File: src/rtl/yuv_to_rgb.sv
// BT.601 full-range YCbCr 4:4:4 to RGB888 converter; control bits ride alongside. Optional BLANK_ZERO_EN forces black when delayed DE=0.
// Latency: 4 enabled clocks, one pixel per enabled clock.
// Backpressure: en=0 stalls every stage including outputs; no internal buffering.
module yuv_to_rgb #(
    parameter int LATENCY = 4,
    parameter int FRAC    = 8
) (
    input  logic       clk,
    input  logic       rst,
    input  logic       en,
    input  logic [7:0] in_y,
    input  logic [7:0] in_u,
    input  logic [7:0] in_v,
    input  logic [2:0] in_c,
    output logic [7:0] out_r,
    output logic [7:0] out_g,
    output logic [7:0] out_b,
    output logic [2:0] out_c
);

    generate
        if (LATENCY != 4 || FRAC != 8) begin : g_bad_param
            $error("yuv_to_rgb: only LATENCY=4 and FRAC=8 are supported");
        end
    endgenerate

    localparam logic signed [18:0] C_RV  = 19'sd359;
    localparam logic signed [18:0] C_GU  = 19'sd88;
    localparam logic signed [18:0] C_GV  = 19'sd183;
    localparam logic signed [18:0] C_BU  = 19'sd454;
    localparam logic signed [18:0] C_RND = 19'sd128;

    logic signed [8:0]  s1_y, s1_u, s1_v;
    logic        [2:0]  s1_c;
    logic signed [18:0] s2_y256, s2_rv, s2_gu, s2_gv, s2_bu;
    logic        [2:0]  s2_c;
    logic signed [18:0] s3_r, s3_g, s3_b;
    logic        [2:0]  s3_c;

    // Sum is in 1/256 units; drop the fraction and saturate to 0..255.
    function automatic logic [7:0] clamp8(input logic signed [18:0] s);
        logic [7:0] res;
        if (s[18])
            res = 8'd0;
        else if (|s[17:16])
            res = 8'hFF;
        else
            res = s[15:8];
        return res;
    endfunction

    always_ff @(posedge clk) begin
        if (rst) begin
            s1_y    <= '0;
            s1_u    <= '0;
            s1_v    <= '0;
            s1_c    <= '0;
            s2_y256 <= '0;
            s2_rv   <= '0;
            s2_gu   <= '0;
            s2_gv   <= '0;
            s2_bu   <= '0;
            s2_c    <= '0;
            s3_r    <= '0;
            s3_g    <= '0;
            s3_b    <= '0;
            s3_c    <= '0;
            out_r   <= '0;
            out_g   <= '0;
            out_b   <= '0;
            out_c   <= '0;
        end else if (en) begin
            s1_y    <= $signed({1'b0, in_y});
            s1_u    <= $signed({1'b0, in_u}) - 9'sd128;
            s1_v    <= $signed({1'b0, in_v}) - 9'sd128;
            s1_c    <= in_c;

            s2_y256 <= 19'(s1_y) <<< 8;
            s2_rv   <= 19'(s1_v) * C_RV;
            s2_gu   <= 19'(s1_u) * C_GU;
            s2_gv   <= 19'(s1_v) * C_GV;
            s2_bu   <= 19'(s1_u) * C_BU;
            s2_c    <= s1_c;

            s3_r    <= s2_y256 + s2_rv + C_RND;
            s3_g    <= s2_y256 - s2_gu - s2_gv + C_RND;
            s3_b    <= s2_y256 + s2_bu + C_RND;
            s3_c    <= s2_c;

`ifdef BLANK_ZERO_EN
            if (!s3_c[2]) begin
                out_r <= '0;
                out_g <= '0;
                out_b <= '0;
            end else begin
                out_r <= clamp8(s3_r);
                out_g <= clamp8(s3_g);
                out_b <= clamp8(s3_b);
            end
`else
            out_r   <= clamp8(s3_r);
            out_g   <= clamp8(s3_g);
            out_b   <= clamp8(s3_b);
`endif
            out_c   <= s3_c;
        end
    end

endmodule

File: config.mk
export PLATFORM = sky130hd
export DESIGN_NAME = yuv_to_rgb
export DESIGN_NICKNAME = d
export VERILOG_FILES = /design/src/rtl/yuv_to_rgb.sv
export SDC_FILE = /design/constraint.sdc
export NUM_CORES = 1
export LEC_CHECK = 0
export ABC_AREA = 1
export CAP_MARGIN = 20
export CORE_MARGIN = 1
export CORE_UTILIZATION = 45
export CTS_CLUSTER_SIZE = 8
export DETAILED_ROUTE_END_ITERATION = 7
export MAX_ROUTING_LAYER = met4
export PLACE_DENSITY_LB_ADDON = 0.08
export SLEW_MARGIN = 20
export SYNTH_ARGS = -nofsm -noshare
export SYNTH_HDL_FRONTEND = slang
export SYNTH_SLANG_ARGS = --single-unit
File: constraint.sdc
create_clock -name clk -period 11.8 [get_ports clk]
set_input_delay 2.36 -clock clk [delete_from_list [all_inputs] [get_ports clk]]
set_output_delay 2.36 -clock clk [all_outputs]
set_load 0.1 [all_outputs]
### Word-level counts from Yosys, hierarchy flattened

Index checks and enable logic that the tools add are counted.

* flip-flop bits (word level): 199
* input port bits: 30
* output and inout port bits: 27
* word-level logic and storage cells: 40

* $add $sub $neg: 9
* $mul: 4
* muxes and demuxes: 6
* reduce and logical (&&, ||, !) cells: 3

Operators with widths (number)
* adder 19 x 9 -> 19 bit (second input constant): 3
* 2-to-1 mux 8 bit: 6
* adder 17 x 19 -> 19 bit: 2
* multiplier 9 x 9 -> 18 bit (second input constant): 2
* multiplier 9 x 10 -> 19 bit (second input constant): 1
* subtractor 17 x 19 -> 19 bit: 1
* subtractor 19 bit: 1
* subtractor 8 x 8 -> 9 bit (second input constant): 2
* multiplier 9 x 5 -> 14 bit (second input constant): 1
* OR reduction 2 bit: 3

### Longest topological paths before layout

Gate-level depths: netlist of run 1.

* depth in word-level cells: 3
* mapped depth: 21
* mapped depth without buffers: 21

### Worst setup path before layout of run 1

OpenSTA, ideal clock, no wires.

* path kind: flip-flop to flip-flop
* start: register s1_v[7]
* end: register s2_gv[17]
* setup time: 0.109 ns
* arrival: 4.032 ns
* required time: 11.691 ns
* setup slack: 7.659 ns
* stages on the path, launching flop included: 20
* buffers on the path: 0
* period minus slack after synthesis: 4.141 ns
* cells stage by stage: dfxtp_1 > inv_1 > ha_1 > xor2_1 > fa_1 > inv_1 > fa_1 > fa_1 > inv_1 > ha_1 > nand2_1 > nand2_1 > a21oi_1 > nand2_1 > nand2_1 > nand2_1 > nand3_1 > nand3_1 > nand2_1 > inv_1

* cells in the longest elaborated chain, start to end: 1

Ends and longest elaborated chain
* from (decl): RTL line 33 `logic signed [8:0] s1_y, s1_u, s1_v;`
* from (signal assigned): RTL line 75 `s1_v <= $signed({1'b0, in_v}) - 9'sd128;`
* multiplier 9 x 9 -> 18 bit: RTL line 81 `s2_gv <= 19'(s1_v) * C_GV;`
* to (signal assigned): RTL line 81
* to (decl): RTL line 35 `logic signed [18:0] s2_y256, s2_rv, s2_gu, s2_gv, s2_bu;`

No other way between the ends.
A chain may end at the register's enable or synchronous reset.

### Worst setup path after layout of run 1

* start: register s1_v[6]
* end: register s2_rv[11]

* cells in the longest elaborated chain, start to end: 1

Ends and longest elaborated chain
* multiplier 9 x 10 -> 19 bit: RTL line 79 `s2_rv <= 19'(s1_v) * C_RV;`
* to (signal assigned): RTL line 79
* to (decl): RTL line 35

No other way between the ends.

==> results.ini, run 1 <==
[outcome]
status = complete, no violations

[worst_hold_path]
min_path_type = flip-flop to flip-flop

[placement]
dp.cells = 2250
hpwl_microns = 24100
io_buffers = 56
place_congestion = 0.880

[finish]
seq_area_sq_mm = 0.00314
nNetsFinal = 2165
nFillCells = 2944
fin_util = 0.511
area_delta_synth_final_pct = 10.8
antenna_cells = 0
multi_input_area_sq_mm = 0.00862
final_common_cell = inv_1
drive_above_1_share = 0.0364
fin_cells = 2282
final_cell_mix = inv_1, nand2_1, nor2_1

[global_route]
first_global_vias = 10857
grt_max_degree = 100
antenna_found_initial = 0
overflow = 0
grt_pass1_wl_microns = 54600
grtUsageTotal = 0.228

[clock_tree]
ctsResizeCount = 0
max-clock-path-buffers = 2
clock_sink_count = 157
cts_hold_buf = 0
clkSlewWorstSetupHoldPaths_ns = 0.07
htree_levels = 4
cts_setup_buffers = 0
cts_tree = yes
clockRootBuffer = clkbuf_16
clock_latency_ns = 0.43
cts_made_buffers = 17

[setup_path]
cp_top_family = adder cells
critPathMaxStageDelay_ns = 0.66
crit_top_cell = nand2_1
critical_path_required_ns = 12.14
cp_data_arrival_time_ns = 4.92
worstPathMaxFanout = 11
critPathBufInv = 2
cp_slowest_cell = dfxtp_1
start_kind = flip-flop
end_kind = flip-flop
path_cells = inv_2 -> ha_1 -> ha_1 -> fa_1 -> fa_1 -> fa_1 -> ha_1 -> a21oi_1 -> nand2_1 -> nand2_1 -> nand2_1 -> nand2_1 -> nand3_1 -> nand2_1 -> inv_1
path_class = flip-flop to flip-flop

[sta]
rsz0062_at_grt = false
hold_viol = 0
finClkSkew_ns = 0.0120
finalSetupViolations = 0
hold_slack_ns = 0.462
worst_slew_pin_slew_ns = 0.974
fin_setup_tns_ns = 0
period_share = 0.389
max_freq_mhz = 218
max-slew-margin-rel = 0.349
final-max-slew-violation-count = 0
period_needed_ns = 4.59

[drt]
final_antenna_net_count = 0
wl_microns = 31600
vias = 11219
routedWlPerCell_microns = 13.9
drc = 0
viasPerCell = 4.92
first_pass_iters = 5
drt_iter0_markers = 704

[logic_synthesis]
yosysWarnings = 0
ys_dominant_reg_cell = dfxtp_1
netlist_instances = 1856
avgSynthCellArea_sq_um = 7.19
netlist_area_sq_mm = 0.0133
syn_nets = 2136
synth-seq-cells = 157
synth.yosys.seq_area_share = 0.236
async_flop_share = 0
ys_types = 41
synth_edf_count = 0

[power]
leakagePower_nw = 7.72
ir_worst_vdd_uv = 121
power_density_mw_per_mm2 = 163

[die]
start_util = 0.461
io_pins = 57
core_sq_mm = 0.0289
num_rows = 62
die_area_sq_mm = 0.0303
die_w_microns = 174
die_h_microns = 174

[flow_run]
drv_cap = 0

registers in the layout, indices dropped and copies added, names as in the netlist:
register / count
s2_c: 3
out_g: 8
s1_u: 8
s2_rv: 14
out_r: 8
out_b: 8
s1_y: 8
out_c: 3
s1_v: 8
s3_r: 11
s1_c: 3
s2_gu: 11
s2_gv: 16
s2_y256: 8
s2_bu: 15
s3_g: 11
s3_b: 11
s3_c: 3
final timing paths:
check	start	to	slack, ns	cells past startpoint
setup / recovery	s1_v[6]$_SDFFE_PP0P_	s2_rv[11]$_SDFFE_PP0P_	7.21	15
hold / removal	out_r[0]$_SDFFE_PP0P_	out_r[0]$_SDFFE_PP0P_	0.46	2
setup reg to reg	s1_v[6]$_SDFFE_PP0P_	s2_rv[11]$_SDFFE_PP0P_	7.21	15
hold reg to reg	out_r[0]$_SDFFE_PP0P_	out_r[0]$_SDFFE_PP0P_	0.46	2
report_power, final:
| part | internal [mW] | total [mW] | switching (mW) |
|---|---|---|---|
| logic | 0.423 | 1.20 | 0.778 |
| clock network | 0.303 | 0.566 | 0.263 |
| registers | 0.599 | 0.646 | 0.0473 |
per-layer routing:
layer,global-route usage,wire [microns]
met5,-,0
met4,0.0530,476
met3,0.0332,1060
met1,0.317,16600
met2,0.349,13500
stage by stage:
stage	power, mW	worst slack [ns]	cell area [sq um]
after global placement	1.85	7.05	14200
after floorplan	1.55	7.66	13300
after CTS	2.43	7.20	14800
final	2.41	7.21	14800
after detailed placement	1.85	7.00	14200
after global routing	2.64	6.90	14800
cell families after synthesis:
logic type | after synthesis | synth area share
AOI/OAI and AO/OA | 345 | 0.140
xor gates and xnor gates | 44 | 0.0289
adders and majority gates | 250 | 0.274
buffers and inverters | 407 | 0.118
DFF | 157 | 0.236
and+or+nand+nor | 653 | 0.203
final cells by class:
type	instances	share of cell area
Clock buffer	17	0.0288
Inverter	355	0.0904
Multi-Input combinational cell	1292	0.583
Sequential cell	157	0.213
Tap cell	384	0.0325
Clock inverter	15	0.0117
Timing Repair Buffer	62	0.0405
worst reg2reg max path, stage by stage, from the launching register on:
cell and delay [ns]:
dfxtp_1 0.66, inv_2 0.20, ha_1 0.50, ha_1 0.27, fa_1 0.49, fa_1 0.57, fa_1 0.44, ha_1 0.43
a21oi_1 0.33, nand2_1 0.19, nand2_1 0.11, nand2_1 0.05, nand2_1 0.07, nand3_1 0.06, nand2_1 0.08, inv_1 0.04
Yosys cell counts (13+ instances only):
cell	number	area, sq um
xnor2_1	15	131
inv_1	352	1320
a21oi_1	135	676
dfxtp_1	157	3140
fa_1	70	1400
ha_1	180	2250
nand3_1	101	505
o21ai_0	157	786
buf_2	19	95.1
xor2_1	29	254
nor2_1	219	822
o21bai_1	13	97.6
clkbuf_1	24	90.1
nand2_1	286	1070
Note: power is estimated with default switching activity, not from simulation.
==> inputs of run 2 (changes only) <==
==> constraint.sdc (replaced) <==
create_clock -name clk -period 4.1 [get_ports clk]
set_input_delay 0.82 -clock clk [delete_from_list [all_inputs] [get_ports clk]]
set_output_delay 0.82 -clock clk [all_outputs]
set_load 0.1 [all_outputs]
==> run 2 against run 1 <==
Worst hold slack barely moved. Critical endpoint is now s2_rv[18]$_SDFFE_PP0P_. Sequential share of layout area fell by 0.24 points. First-iteration DRC count fell by 14%. Critical path depth rose by 2. Combinational power rose to 2.9 times the previous value. Sequential power rose to 2.8 times the previous value. Maximum frequency rose by 17%. Wire length rose by 3.3%. Clock power rose to 2.9 times the previous value. Clock-buffer cell count rose by 2. Via count rose by 1.7%. Final cell count rose by 1.1%.
==> results.ini, run 2 (synthesis results as in run 1) <==
[finish]
nNetsFinal = 2189  ; +1.1%
final_common_cell = inv_1
final_cell_mix = inv_1, nand2_1, nor2_1
area_delta_synth_final_pct = 12.2
fin_util = 0.517  ; +0.00683
drive_above_1_share = 0.0515  ; +0.0152
nFillCells = 2919  ; -0.85%
antenna_cells = 0  ; unchanged
largest_register_ff_count = 16  ; unchanged
largest_register = s2_gv
reg.largest.list = s2_gv (16), s2_bu (15), s2_rv (14)

[die]
die_w_microns = 174  ; unchanged
start_util = 0.461  ; unchanged
num_rows = 62  ; unchanged
die_area_sq_mm = 0.0303  ; unchanged
io_pins = 57  ; unchanged
core_sq_mm = 0.0289  ; unchanged
die_h_microns = 174  ; unchanged

[sta]
max-slew-margin-rel = 0.349  ; +0.000385
finClkSkew_ns = 0.0166  ; +0.00459 ns
hold_slack_ns = 0.463  ; +0.000474 ns
period_share = 0.952  ; +0.564
finalSetupViolations = 0  ; unchanged
period_needed_ns = 3.90  ; -0.682 ns
hold_viol = 0  ; unchanged
final-max-slew-violation-count = 0  ; unchanged
max_freq_mhz = 256  ; +17%
fin_setup_tns_ns = 0  ; unchanged
rsz0062_at_grt = false
worst_slew_pin_slew_ns = 0.973  ; -0.000576 ns

[setup_path]
end_kind = flip-flop
r2r-start = s1_v[1]$_SDFFE_PP0P_
crit_top_cell = fa_1
worstPathMaxFanout = 6  ; -5
path_cells = inv_1 -> ha_1 -> fa_1 -> fa_1 -> inv_1 -> fa_1 -> fa_1 -> ha_4 -> nand2_1 -> a21oi_1 -> nor2_1 -> o21ai_2 -> nand3_1 -> nand3_1 -> nand3_1 -> nand2_1 -> inv_1
critPathMaxStageDelay_ns = 0.51  ; -0.15 ns
r2r_slack_ns = 0.20  ; -7.02 ns
cp_data_arrival_time_ns = 4.23  ; -0.69 ns
path_class = flip-flop to flip-flop
start_kind = flip-flop
r2r_cells = 17  ; +2
cp_slowest_cell = fa_1
cp_top_family = adder cells
critical_path_required_ns = 4.43  ; -7.71 ns
critPathBufInv = 3  ; +1
r2r_end = s2_rv[18]$_SDFFE_PP0P_

[power]
ir_worst_vdd_uv = 312  ; +160%
power_density_mw_per_mm2 = 465  ; +180%
power_mw = 6.96  ; +190%
leakagePower_nw = 7.84  ; +1.5%

[global_route]
first_global_vias = 10918  ; +0.56%
grtUsageTotal = 0.232  ; +0.00352
grt_max_degree = 81  ; -19%
grt_pass1_wl_microns = 55200  ; +1.1%
antenna_found_initial = 1  ; +1
overflow = 0  ; unchanged

[clock_tree]
clkSlewWorstSetupHoldPaths_ns = 0.07  ; about the same
htree_levels = 4  ; unchanged
clock_sink_count = 157  ; unchanged
cts_tree = yes
clockRootBuffer = clkbuf_16
max-clock-path-buffers = 2  ; unchanged
cts_made_buffers = 17  ; unchanged
cts_hold_buf = 0  ; unchanged
clock_latency_ns = 0.43  ; about the same

[placement]
place_congestion = 0.917  ; +4.2%
io_buffers = 56  ; unchanged
hpwl_microns = 25400  ; +5.0%

[drt]
viasPerCell = 4.95  ; +0.66%
routedWlPerCell_microns = 14.2  ; +2.2%
drt_iter0_markers = 603  ; -14%
first_pass_iters = 6  ; +1
wl_microns = 32700  ; +3.3%
vias = 11412  ; +1.7%
final_antenna_net_count = 0  ; unchanged
drc = 0  ; unchanged

[worst_hold_path]
whs_path_depth = 2  ; unchanged
hold_end = out_g[6]$_SDFFE_PP0P_
min_path_type = flip-flop to flip-flop
min-delay-start = out_g[6]$_SDFFE_PP0P_

[flow_run]
drv_cap = 0  ; unchanged

[outcome]
status = complete, no violations

run 2: cell count changes in the layout (fill, tap and decap cells not counted), sizes merged:
cell      delta
inv          +1
clkinvlp     -2
clkinv       -1
clkbuf       +2
buf         +24
run 2: report_power, final:
group	switching, mW	total [mW]	internal (mW)
combinational	2.25	3.51	1.26
sequential	0.113	1.84	1.72
clock	0.737	1.62	0.880
total	3.10	6.96	3.86
run 2: through the flow:
step / setup WS [ns] / area (sq um) / instances
finish: 0.196 / 15000 / 2306
global route: 0.00327 / 15000 / 2306
CTS: 0.0384 / 14900 / 2306
detailed placement: 0.0550 / 14400 / 2274
global placement: 0.136 / 14400 / 2274
floorplan: 0.0993 / 13300 / 1856
run 2: metal layers:
| layer | vias to the layer above | GRT usage | part of all wire |
|---|---|---|---|
| met5 | - | - | 0 |
| met4 | 0 | 0.0413 | 0.0099 |
| met3 | 20 | 0.0304 | 0.034 |
| met2 | 203 | 0.360 | 0.43 |
| met1 | 5192 | 0.324 | 0.53 |
| li1 | 5997 | - | - |
run 2: repair_timing:
action | in CTS | in global routing
buffers inserted | 0 | 0
resized for setup | 0 | 9
setup endpoints to repair | 0 | 15
run 2: area by class of cell:
class                      instances  area, sq um  area share
clock buffer                      19          443      0.0296
multi-input combinational       1292         8640       0.577
clock inverter                    13          141     0.00944
inverter                         355         1340      0.0892
timing repair buffer              86          778      0.0520
sequential                       157         3150       0.210
tap                              384          480      0.0321
run 2: worst max-delay path by stage:
stage	startpoint	endpoint	slack (ns)	depth (start not counted)
after detailed placement	s1_v[1]$_SDFFE_PP0P_	s2_rv[18]$_SDFFE_PP0P_	0.05	17
after global placement	s1_v[1]$_SDFFE_PP0P_	s2_rv[18]$_SDFFE_PP0P_	0.14	17
after CTS	s1_v[1]$_SDFFE_PP0P_	s2_rv[18]$_SDFFE_PP0P_	0.04	17
after global routing	s1_v[1]$_SDFFE_PP0P_	s2_rv[18]$_SDFFE_PP0P_	0.003	17
after floorplan	s1_v[1]$_SDFFE_PP0P_	s2_rv[18]$_SDFFE_PP0P_	0.1	17
final	s1_v[1]$_SDFFE_PP0P_	s2_rv[18]$_SDFFE_PP0P_	0.20	17
run 2: worst register-to-register path, cell delays in order (launching register included):
cell	delay, ns
dfxtp_2	0.35
inv_1	0.06
ha_1	0.33
fa_1	0.51
fa_1	0.51
inv_1	0.06
fa_1	0.44
fa_1	0.49
ha_4	0.32
nand2_1	0.08
a21oi_1	0.13
nor2_1	0.07
o21ai_2	0.09
nand3_1	0.12
nand3_1	0.09
nand3_1	0.08
nand2_1	0.08
inv_1	0.04
==> inputs of run 3 (changes only) <==
--- a/config.mk
+++ b/config.mk
@@ -5,7 +5,7 @@
 export SDC_FILE = /design/constraint.sdc
 export NUM_CORES = 1
 export LEC_CHECK = 0
-export ABC_AREA = 1
+export ABC_CLOCK_PERIOD_IN_PS = 4100
 export CAP_MARGIN = 20
 export CORE_MARGIN = 1
 export CORE_UTILIZATION = 45
==> run 3 against run 2 <==
The run now ends with negative setup slack left. Clock-buffer cell count fell by 2. Area after synthesis shrank 7.6%. First-iteration DRC count increased by 25%. Register-to-register slack got worse by 0.53 ns. Setup slack got worse by 0.53 ns. Via count decreased by 13%. Sequential power is essentially flat. Flip-flop and latch count did not move.
==> results.ini, run 3 <==
[outcome]
status = finished, violations left
violations = negative setup slack

[placement]
hpwl_microns = 23800  ; -6.0%
place_congestion = 0.836  ; -8.9%
io_buffers = 56  ; unchanged

[sta]
max_freq_mhz = 226  ; -12%
hold_viol = 0  ; unchanged
finalSetupViolations = 6  ; +6
worst_slew_pin_slew_ns = 0.982  ; +0.00872 ns
period_needed_ns = 4.43  ; +0.527 ns
period_share = 1.08  ; +0.129
final-max-slew-violation-count = 0  ; unchanged
worst_slack_ns = -0.331  ; -0.527 ns
finClkSkew_ns = 0.0123  ; -0.00430 ns
rsz0062_at_grt = true
fin_setup_tns_ns = -1.47  ; -1.47 ns
max-slew-margin-rel = 0.343  ; -0.00583

[setup_path]
cp_slowest_cell = fa_1
critPathBufInv = 3  ; unchanged
cp_top_family = adder cells
start_kind = flip-flop
cp_data_arrival_time_ns = 4.76  ; +0.53 ns
path_cells = buf_4 -> ha_1 -> ha_1 -> fa_1 -> fa_1 -> fa_2 -> ha_4 -> nand4b_1 -> o22ai_2 -> a311o_2 -> a2111oi_4 -> o31a_2 -> buf_4 -> buf_4 -> a221o_1
critPathMaxStageDelay_ns = 0.52  ; about the same
end_kind = flip-flop
crit_top_cell = buf_4
critical_path_required_ns = 4.43  ; about the same
path_class = flip-flop to flip-flop
worstPathMaxFanout = 4  ; -2

[clock_tree]
clock_latency_ns = 0.44  ; about the same
clock_sink_count = 157  ; unchanged
max-clock-path-buffers = 2  ; unchanged
cts_hold_buf = 0  ; unchanged
htree_levels = 4  ; unchanged
cts_tree = yes
cts_made_buffers = 17  ; unchanged
clockRootBuffer = clkbuf_16
clkSlewWorstSetupHoldPaths_ns = 0.07  ; about the same

[logic_synthesis]
synth_mux_area_frac = 0.0683  ; +0.0683
syn_nets = 1684  ; -21%
synth_edf_count = 0  ; unchanged
netlist_area_sq_mm = 0.0123  ; -7.6%
yosysMostFrequentCell = inv_1
avgSynthCellArea_sq_um = 8.78  ; +22%
synth_top_family_by_area = adder cells
synthTopCellsByArea = dfxtp_1, ha_1, fa_1, mux2i_1, inv_1
async_flop_share = 0  ; unchanged
synth-simple-area-share = 0.136  ; -0.0673
synth_fa_ha_area_frac = 0.296  ; +0.0224
ys_dominant_reg_cell = dfxtp_1
synth_compound_area_frac = 0.127  ; -0.0128
synth-seq-cells = 157  ; unchanged
synth.yosys.seq_area_share = 0.255  ; +0.0193
synth_commonest_cells = inv_1, nor2_1, ha_1
netlist.area_leader.share = 0.255  ; +0.0193
yosysTopAreaCell = dfxtp_1
netlist_instances = 1404  ; -24%
synth-xor-area-share = 0.0377  ; +0.00876
ys_types = 70  ; +71%
yosysWarnings = 0  ; unchanged

[power]
power_mw = 6.59  ; -5.3%
leakagePower_nw = 7.13  ; -9.1%
ir_worst_vdd_uv = 300  ; -3.7%
power_density_mw_per_mm2 = 440  ; -5.3%

[die]
die_h_microns = 168  ; -3.8%
die_w_microns = 168  ; -3.8%
start_util = 0.459  ; -0.00225
io_pins = 57  ; unchanged
core_sq_mm = 0.0269  ; -7.1%
die_area_sq_mm = 0.0281  ; -7.5%
num_rows = 60  ; -3.2%

[drt]
viasPerCell = 5.25  ; +6.1%
vias = 9936  ; -13%
routedWlPerCell_microns = 16.5  ; +16%
first_pass_iters = 5  ; -1
final_antenna_net_count = 0  ; unchanged
wl_microns = 31100  ; -4.7%
drc = 0  ; unchanged
drt_iter0_markers = 754  ; +25%

[finish]
nNetsFinal = 1818  ; -17%
final_common_cell = inv_1
final_cell_mix = inv_1, nor2_1, ha_1
fin_util = 0.557  ; +0.0397
nFillCells = 2511  ; -14%
largest_register_ff_count = 16  ; unchanged
largest_register = s2_gv
area_delta_synth_final_pct = 21.4
seq_area_sq_mm = 0.00317  ; +0.72%
multi_input_area_sq_mm = 0.00858  ; -0.75%
antenna_cells = 0  ; unchanged
drive_above_1_share = 0.149  ; +0.0974
reg.largest.list = s2_gv (16), s2_bu (15), s2_rv (14)

[global_route]
first_global_vias = 9541  ; -13%
grt_max_degree = 118  ; +46%
antenna_found_initial = 0  ; -1
grtUsageTotal = 0.241  ; +0.00866
overflow = 0  ; unchanged
grt_pass1_wl_microns = 51300  ; -7.1%

[flow_run]
drv_cap = 0  ; unchanged

[worst_hold_path]
min_path_type = flip-flop to flip-flop

==> run 3: metal layers <==
layer	vias to the layer above	GRT usage	wire length [microns]
li1	5015	-	-
met2	156	0.344	13100
met1	4739	0.357	16500
met4	0	0.0630	503
met5	-	-	0
met3	26	0.0267	1010
==> run 3: worst register-to-register path, cell delays in order, from the launching register on <==
cell and delay [ns]:
dfxtp_4 0.37, buf_4 0.15, ha_1 0.20, ha_1 0.30, fa_1 0.50, fa_1 0.52
fa_2 0.45, ha_4 0.29, nand4b_1 0.11, o22ai_2 0.15, a311o_2 0.25, a2111oi_4 0.10
o31a_2 0.38, buf_4 0.13, buf_4 0.12, a221o_1 0.30
==> run 3: final cells by class <==
cell class	instances	share of cell area
multi-input cells	996	0.573
flip-flops and latches	157	0.212
clock inverters	15	0.0124
well taps	341	0.0285
repair buffers	167	0.0956
clock buffers	17	0.0284
inverters	199	0.0503
==> run 3: logic make-up after synthesis <==
logic type	count (synthesis)
AOI/OAI and AO/OA	237
muxes	84
DFF	157
adders and majority gates	250
xor gates and xnor gates	53
buffers and inverters	251
and+or+nand+nor	372
==> run 3: through the flow <==
step	setup slack [ns]	std cells	hold WS, ns	area (sq um)
floorplan	-0.377	1404	0.425	12500
global placement	-0.392	1852	0.438	14000
detailed placement	-0.446	1852	0.449	14000
CTS	-0.323	1890	0.460	14800
global route	-0.467	1892	0.488	15000
finish	-0.331	1892	0.456	15000
==> run 3: report_power, final <==
group | switching [mW] | internal, mW | total (mW) | leakage, nW
Clock | 0.827 | 0.834 | 1.66 | 0.295
Sequential | 0.133 | 1.72 | 1.85 | 1.29
Combinational | 1.75 | 1.34 | 3.08 | 5.54
Total | 2.71 | 3.89 | 6.59 | 7.13
==> run 3: path summary, 6_finish.rpt <==
path,startpoint,endpoint,slack [ns],cells after the start
worst max-delay path,s1_v[1]$_SDFFE_PP0P_,s2_rv[18]$_SDFFE_PP0P_,-0.33,15
worst min-delay path,s2_rv[14]$_SDFFE_PP0P_,s2_rv[14]$_SDFFE_PP0P_,0.46,2
worst max register to register,s1_v[1]$_SDFFE_PP0P_,s2_rv[18]$_SDFFE_PP0P_,-0.33,15
worst min register to register,s2_rv[14]$_SDFFE_PP0P_,s2_rv[14]$_SDFFE_PP0P_,0.46,2
==> run 3: what timing repair did <==
item,4_1_cts,5_1_grt
pin swaps,33,24
endpoints found under the setup margin,16,17
resized for setup,36,31
setup buffers,6,5
